**src/rtl/usb_obi_bridge.sv**
```systemverilog
// Register-mapped OBI bus master for the CW305 USB front-end: byte-wide host
// accesses build 32-bit address/data words and launch single OBI transactions.
module usb_obi_bridge #(
  parameter int pREG_ADDR_WIDTH = 8,
  parameter int TIMEOUT_CYCLES  = 1024
) (
  input  logic                       clk_i,
  input  logic                       rst_ni,
  input  logic                       reg_wr_i,
  input  logic                       reg_rd_i,
  input  logic [pREG_ADDR_WIDTH-1:0] reg_addr_i,
  input  logic [7:0]                 reg_wdata_i,
  output logic [7:0]                 reg_rdata_o,
  output logic                       bus_req_o,
  output logic                       bus_we_o,
  output logic [3:0]                 bus_be_o,
  output logic [31:0]                bus_addr_o,
  output logic [31:0]                bus_wdata_o,
  input  logic                       bus_gnt_i,
  input  logic                       bus_rvalid_i,
  input  logic [31:0]                bus_rdata_i,
  output logic                       busy_o,
  output logic                       done_o,
  output logic                       err_o
);

  localparam int CNT_W = (TIMEOUT_CYCLES > 2) ? $clog2(TIMEOUT_CYCLES) : 1;
  localparam logic [CNT_W-1:0] CNT_MAX = CNT_W'(TIMEOUT_CYCLES - 1);

  typedef enum logic [1:0] {S_IDLE, S_REQ, S_WAIT} state_t;

  state_t      state_q;
  logic [31:0] addr_q, wdata_q, rdata_q;
  logic [3:0]  be_q;
  logic [3:1]  ctrl_q;
  logic        done_q, timeout_q, overrun_q;
  logic [CNT_W-1:0] cnt_q;

  logic       hi_zero, idle, ctrl_wr, start_req, aw_req, launch_req, launch, launch_we, cnt_hit;
  logic [3:0] lo;
  logic [7:0] rd_mux;

  always_comb begin
    hi_zero    = (reg_addr_i >> 4) == '0;
    lo         = reg_addr_i[3:0];
    idle       = (state_q == S_IDLE);
    ctrl_wr    = reg_wr_i && hi_zero && (lo == 4'hC);
    start_req  = ctrl_wr && reg_wdata_i[0];
    aw_req     = reg_wr_i && hi_zero && (lo == 4'h7) && ctrl_q[3];
    launch_req = start_req || aw_req;
    launch     = launch_req && idle;
    launch_we  = aw_req ? 1'b1 : reg_wdata_i[1];
    cnt_hit    = (cnt_q == CNT_MAX);
  end

  always_comb begin
    rd_mux = 8'h00;
    if (hi_zero) begin
      case (lo)
        4'h0, 4'h1, 4'h2, 4'h3: rd_mux = addr_q[8*lo[1:0] +: 8];
        4'h4, 4'h5, 4'h6, 4'h7: rd_mux = wdata_q[8*lo[1:0] +: 8];
        4'h8, 4'h9, 4'hA, 4'hB: rd_mux = rdata_q[8*lo[1:0] +: 8];
        4'hC:    rd_mux = {4'h0, ctrl_q, 1'b0};
        4'hD:    rd_mux = {4'h0, overrun_q, timeout_q, done_q, busy_o};
        4'hE:    rd_mux = {4'h0, be_q};
        default: rd_mux = 8'h00;
      endcase
    end
  end

  assign bus_addr_o  = {addr_q[31:2], 2'b00};
  assign bus_wdata_o = wdata_q;
  assign bus_be_o    = be_q;
  assign err_o       = timeout_q;

  always_ff @(posedge clk_i or negedge rst_ni) begin
    if (!rst_ni) begin
      state_q     <= S_IDLE;
      addr_q      <= '0;
      wdata_q     <= '0;
      rdata_q     <= '0;
      be_q        <= 4'hF;
      ctrl_q      <= '0;
      done_q      <= 1'b0;
      timeout_q   <= 1'b0;
      overrun_q   <= 1'b0;
      cnt_q       <= '0;
      bus_req_o   <= 1'b0;
      bus_we_o    <= 1'b0;
      busy_o      <= 1'b0;
      done_o      <= 1'b0;
      reg_rdata_o <= 8'h00;
    end else begin
      done_o <= 1'b0;
      if (reg_rd_i) reg_rdata_o <= rd_mux;

      // host register writes; data registers are frozen while a transaction is in flight
      if (ctrl_wr) begin
        ctrl_q <= reg_wdata_i[3:1];
        if (reg_wdata_i[7]) overrun_q <= 1'b0;
      end
      if (reg_wr_i && hi_zero && idle) begin
        case (lo[3:2])
          2'b00:   addr_q[8*lo[1:0] +: 8]  <= reg_wdata_i;
          2'b01:   wdata_q[8*lo[1:0] +: 8] <= reg_wdata_i;
          default: if (lo == 4'hE) be_q <= reg_wdata_i[3:0];
        endcase
      end
      if (launch_req && !idle) overrun_q <= 1'b1;

      case (state_q)
        S_IDLE: begin
          if (launch) begin
            state_q   <= S_REQ;
            bus_req_o <= 1'b1;
            bus_we_o  <= launch_we;
            busy_o    <= 1'b1;
            cnt_q     <= '0;
            done_q    <= 1'b0;
            timeout_q <= 1'b0;
          end
        end
        S_REQ: begin
          if (bus_gnt_i) begin
            state_q   <= S_WAIT;
            bus_req_o <= 1'b0;
            cnt_q     <= cnt_hit ? cnt_q : cnt_q + 1'b1;
          end else if (cnt_hit) begin
            state_q   <= S_IDLE;
            bus_req_o <= 1'b0;
            busy_o    <= 1'b0;
            timeout_q <= 1'b1;
          end else begin
            cnt_q <= cnt_q + 1'b1;
          end
        end
        S_WAIT: begin
          if (bus_rvalid_i) begin
            state_q <= S_IDLE;
            busy_o  <= 1'b0;
            done_o  <= 1'b1;
            done_q  <= 1'b1;
            if (!bus_we_o) rdata_q <= bus_rdata_i;
            if (ctrl_q[2]) addr_q <= addr_q + 32'd4;
          end else if (cnt_hit) begin
            state_q   <= S_IDLE;
            busy_o    <= 1'b0;
            timeout_q <= 1'b1;
          end else begin
            cnt_q <= cnt_q + 1'b1;
          end
        end
        default: begin
          state_q   <= S_IDLE;
          bus_req_o <= 1'b0;
          busy_o    <= 1'b0;
        end
      endcase
    end
  end

endmodule

```
**config.mk**
```make
export PLATFORM = sky130hd
export DESIGN_NAME = usb_obi_bridge
export DESIGN_NICKNAME = d
export VERILOG_FILES = /design/src/rtl/usb_obi_bridge.sv
export SDC_FILE = /design/constraint.sdc
export NUM_CORES = 1
export LEC_CHECK = 0
export CAP_MARGIN = 20
export CORE_MARGIN = 8
export CORE_UTILIZATION = 30
export CTS_CLUSTER_SIZE = 24
export DETAILED_ROUTE_END_ITERATION = 6
export DONT_BUFFER_PORTS = 1
export PLACE_DENSITY = 0.56
export RECOVER_POWER = 100
export SLEW_MARGIN = 30
export SYNTH_ARGS = -nofsm -noshare
export SYNTH_HDL_FRONTEND = slang
export SYNTH_SLANG_ARGS = --single-unit
```
**constraint.sdc**
```tcl
create_clock -name clk_i -period 2.65 [get_ports clk_i]
set_clock_uncertainty 0.1 [all_clocks]
set_input_delay 0.53 -clock clk_i [delete_from_list [all_inputs] [get_ports clk_i]]
set_output_delay 0.53 -clock clk_i [all_outputs]
set_load 0.01 [all_outputs]
```
Word-level counts from Yosys, hierarchy flattened
Cells that the tools add are included.

Flip-flop bits (word level): 130. Input port bits: 54. Output and inout bits: 81. Logic and storage cells: 120.

$add $sub $neg: 3. Eq/ne operators: 23. Shift operators: 5. Mux-type cells: 39. Bitwise logic cells: 3. Reduce and logical (&&, ||, !) cells: 32.

Operators by type and width (number): two-way mux 32 bit (5); indexed part select 32 x 6 -> 8 bit (3); bitwise mux 32 bit (2); one-hot mux 8 bit (6 select lines) (1); negation 5 -> 34 bit (1); variable shift 8 x 34 -> 32 bit (first input constant) (1); indexed part select 8 x 34 -> 32 bit (1); adder 32 x 3 -> 32 bit (second input constant) (1); two-way mux 10 bit (3); one-hot mux 10 bit (3 select lines) (1); == test 4 bit (second input constant) (7); two-way mux 1 bit (17); == test 4 x 3 -> 1 bit (second input constant) (4); AND reduction 3 bit (5); OR reduction 4 bit (3); adder 10 x 1 -> 10 bit (second input constant) (1); == test 10 bit (second input constant) (1); one-hot mux 1 bit (3 select lines) (3); == test 4 x 2 -> 1 bit (second input constant) (2); logical AND 1 bit (8); zero test 8 bit (1); two-way mux 2 bit (4); two-way mux 8 bit (1); AND reduction 2 bit (4); 17 further kinds (25).

Depth between registers and ports, before layout
Depth in word-level cells: 8. Mapped depth: 11. Depth with buffers taken out: 7.

Worst setup path before layout
Ideal clock, no wire load.

Path type: input -> register. From: input reg_addr_i[0]. To: register reg_rdata_o[0]. Setup time: 0.124 ns. Data arrival time: 2.847 ns. Data required time: 2.426 ns. Slack: -0.421 ns. Cell stages on the path: 11. Path buffers: 4. Path through: clkbuf_1 inv_1 ha_1 or4_4 buf_6 and2_4 buf_6 buf_6 a221oi_2 a22oi_1 a211o_1.

Cells in the longest elaborated chain, start to end: 4. Elaborated cells between the ends (all ways): 23. Those cells by class: 14 x eq/ne; 3 x shift; 2 x mux; 4 x reduce/logical.

Ends and longest elaborated chain: start: declaration (line 11) `input logic [pREG_ADDR_WIDTH-1:0] reg_addr_i,`; branches (longest 2 deep; another with indexed part select 32 x 6 -> 8 bit); one-hot mux 8 bit (6 select lines) * (line 59) `case (lo)`; two-way mux 8 bit * (line 58) `if (hi_zero) begin`; end signal: assignment (line 95) `if (reg_rd_i) reg_rdata_o <= rd_mux;`; end: declaration (line 13) `output logic [7:0] reg_rdata_o,`.

Every way passes the cells marked *. A chain may end at the register's enable or synchronous reset.

Worst setup path in the final report
From: input reg_addr_i[0]. To: register reg_rdata_o[7].

The elaborated chain is that of the path after synthesis.

==> impl_results.md <==
- Residual DRC: 0
- Post-route ant nets: 0
- # nets final: 825
- Post-CTS Setup Inserts: 0
- Max VDD drop: 431 uV
- Critical Path Stages: 7
- Fin crit period: 2530 ps
- CTS H-tree depth: 4
- Rel. slew slack: 39.0%
- Overall Global Routing Usage: 17.8%
- Leak: 3.52 nW
- Area added between synthesis and finish: 14.8%
- Leading cell type in the layout, fill and taps excluded: dfrtp_1
- Core box area: 0.0235 sq mm
- Post-synth EDFFs: 0
- Bufs and invs on worst path: 1
- DP Area: 0.00775 sq mm
- Vias in the first global route: 5904
- Post-cts gate resize count: 0
- Largest family of logic cells by synthesized area: compound AO/OA/AOI/OAI gates
- Post-Syn Instances: 745
- Clock latency on the worst-skew pair: 420 ps
- Die Span Y: 171 microns
- Number of I/O pins: 135
- Worst slew pin tran: 906 ps
- MaxCap Viol Count: 0
- Unique masters post-synth: 72
- Largest net degree at the start of global routing: 131
- Startpoint Class: input port
- Final max-slew violation count: 0
- Fillcell total: 2372
- # diodes: 0
- Final core utilization: 35.1%
- Most frequent cells in the layout: dfrtp_1 (126), nand2_1 (123), o21ai_0 (54)
- Cell Rows: 56
- Cts bufs inserted: 17
- Hold WC Path Type: input port to asynchronous set/reset pin
- Required @ worst endpoint: 2860 ps
- Complex-gate fraction of the synthesized area: 21.1%
- Clock Tree Root: clkbuf_16
- Synth Warn #: 0
- Layout cell share with drive strength beyond 1: 16.3%
- Post-DP HPWL: 20300 microns
- Setup Viol. Count Final: 0
- Clk sink count: 130
- DR vias: 6083
- Post-synthesis simple-gate area fraction: 17.7%
- Mux cell area share after synthesis: 6.26%
- Failing checks: hold timing
- Clk buf depth: 2
- Final hold slack: -298 ps
- Unrepaired setup endpoints after global routing: no
- Period utilisation layout: 95.6%
- Crit end category: flip-flop
- Pre-antenna DRT Iters: 7
- Initial antenna violation count: 0
- Critical path's slowest cell: or4_1
- Top delay family on crit path: simple AND/OR/NAND/NOR gates
- Clk slew on worst S/H paths: 70 ps
- R2R depth: 9
- Total congestion overflow: 0
- Sequential-to-total area share from yosys stat: 45.4%
- CP cell instances: ha_1 > or4_1 > and2_2 > o211ai_1 > clkbuf_2 > a221oi_1 > a32o_1
- CTS tree: built
- Place WS: 12.8 ps
- Setup ws final: 118 ps
- Crit path DAT: 2740 ps
- Overall Power: 5.31 mW
- Die footprint: 0.0291 sq mm
- Wire length per cell: 23.8 microns
- Initial Utilization: 30.6%
- XOR/XNOR share of the synthesized area: 0.732%
- Seq cells post-synth: 130
- Post-Layout Inst Area: 0.00824 sq mm
- Cell Area, Synth: 0.00718 sq mm
- Fmax: 0.395 GHz
- Critical path class: input port to flip-flop
- PortBufs: 0
- Main flop type after synthesis: dfrtp_1
- Status: finished with violations
- Via-per-instance ratio: 5.58
- Synth async-reset ratio: 100%
- Die width: 171 microns
- Final Hold Fails: 130
- Fin cells: 1091
- Iteration-0 DRC Markers: 534
- Peak per-stage delay on the critical path: 640 ps
- Adder-Cell Fraction of Synth Area: 2.09%
- Total Wirelength: 25900 microns
- Cells after DPL: 1059
- GP Congestion: 0.893
- Avg Cell Area, Syn: 9.64 sq um
- First-pass GRT wire length: 38500 microns
- PD cells: 645 mW/mm^2
- Crit path max fanout: 28
-- flip-flops by register name, summed over array words and instances, names as in the netlist --
register	flops
addr_q	32
bus_be_o	4
bus_req_o	1
bus_wdata_o	32
bus_we_o	1
busy_o	1
cnt_q	10
ctrl_q	3
done_o	1
done_q	1
err_o	1
overrun_q	1
rdata_q	32
reg_rdata_o	8
state_q	2
-- layout make-up --
type / instances / area [sq um] / area share (%)
Multi-Input combinational cell: 530 / 3490 / 42.3
Tap cell: 319 / 399 / 4.84
Clock inverter: 15 / 221 / 2.69
Inverter: 15 / 61.3 / 0.744
Timing Repair Buffer: 65 / 390 / 4.74
Sequential cell: 130 / 3260 / 39.5
Clock buffer: 17 / 425 / 5.16
-- logic make-up after synthesis --
group           after synthesis
compound gates              211
flops                       130
simple gates                259
buf+inv                      86
xor+xnor                      6
fa+ha+maj                    12
other cells                   1
mux                          40
-- stage by stage --
stage	hold WS, ps	setup TNS (ps)
after floorplan	134	-133
after global placement	140	0
after detailed placement	141	0
after CTS	-319	0
after global routing	-328	0
final	-298	0
-- power by group --
| part | internal, mW | switching (mW) | leakage [nW] |
|---|---|---|---|
| combinational | 0.193 | 0.286 | 1.43 |
| clock | 1.61 | 1.00 | 0.310 |
| sequential | 2.10 | 0.123 | 1.78 |
| total | 3.90 | 1.41 | 3.52 |
-- path summary, 6_finish.rpt --
check	from	end	slack, ps
setup / recovery	reg_addr_i[0]	reg_rdata_o[7]	120
hold / removal	rst_ni	cnt_q[8]	-300
setup reg to reg	state_q[0]	addr_q[19]	200
hold reg to reg	ctrl_q[1]	ctrl_q[1]	410
max in group asynchronous	rst_ni	bus_be_o[0]	2470
min in group clk_i	reg_rd_i	reg_rdata_o[4]	100
-- routing by layer --
metal / global-route usage (%) / vias up / wire length, microns
li1: - / 2802 / -
met3: 7.17 / 34 / 2600
met4: 6.25 / 0 / 635
met2: 27.5 / 220 / 11800
met5: 0 / - / 0
met1: 22.1 / 3027 / 10900
-- synthesized netlist by cell type (4+ instances only) --
| master | instances | area (sq um) |
|---|---|---|
| a32o_1 | 5 | 50.1 |
| a21o_1 | 6 | 45.0 |
| ha_1 | 12 | 150 |
| and2_1 | 8 | 50.1 |
| a221oi_1 | 30 | 263 |
| nor2_1 | 24 | 90.1 |
| and3_1 | 15 | 93.8 |
| o21ai_0 | 52 | 260 |
| inv_1 | 15 | 56.3 |
| nor3_1 | 16 | 80.1 |
| nor4_1 | 5 | 31.3 |
| dfstp_2 | 4 | 105 |
| a311oi_1 | 5 | 43.8 |
| dfrtp_1 | 126 | 3150 |
| a31oi_1 | 5 | 31.3 |
| buf_1 | 6 | 22.5 |
| buf_4 | 33 | 248 |
| clkbuf_1 | 23 | 86.3 |
| nor2b_1 | 5 | 31.3 |
| buf_2 | 6 | 30.0 |
| o2bb2ai_1 | 4 | 35.0 |
| mux2_2 | 39 | 439 |
| o32ai_1 | 4 | 35.0 |
| and4_1 | 8 | 70.1 |
| a21oi_1 | 32 | 160 |
| nand3_1 | 20 | 100 |
| a211oi_1 | 16 | 120 |
| nand2_1 | 123 | 462 |
| a221o_1 | 7 | 70.1 |
| nand4_1 | 18 | 113 |
| a22oi_1 | 6 | 45.0 |
Note: power is estimated with default switching activity, not from simulation.
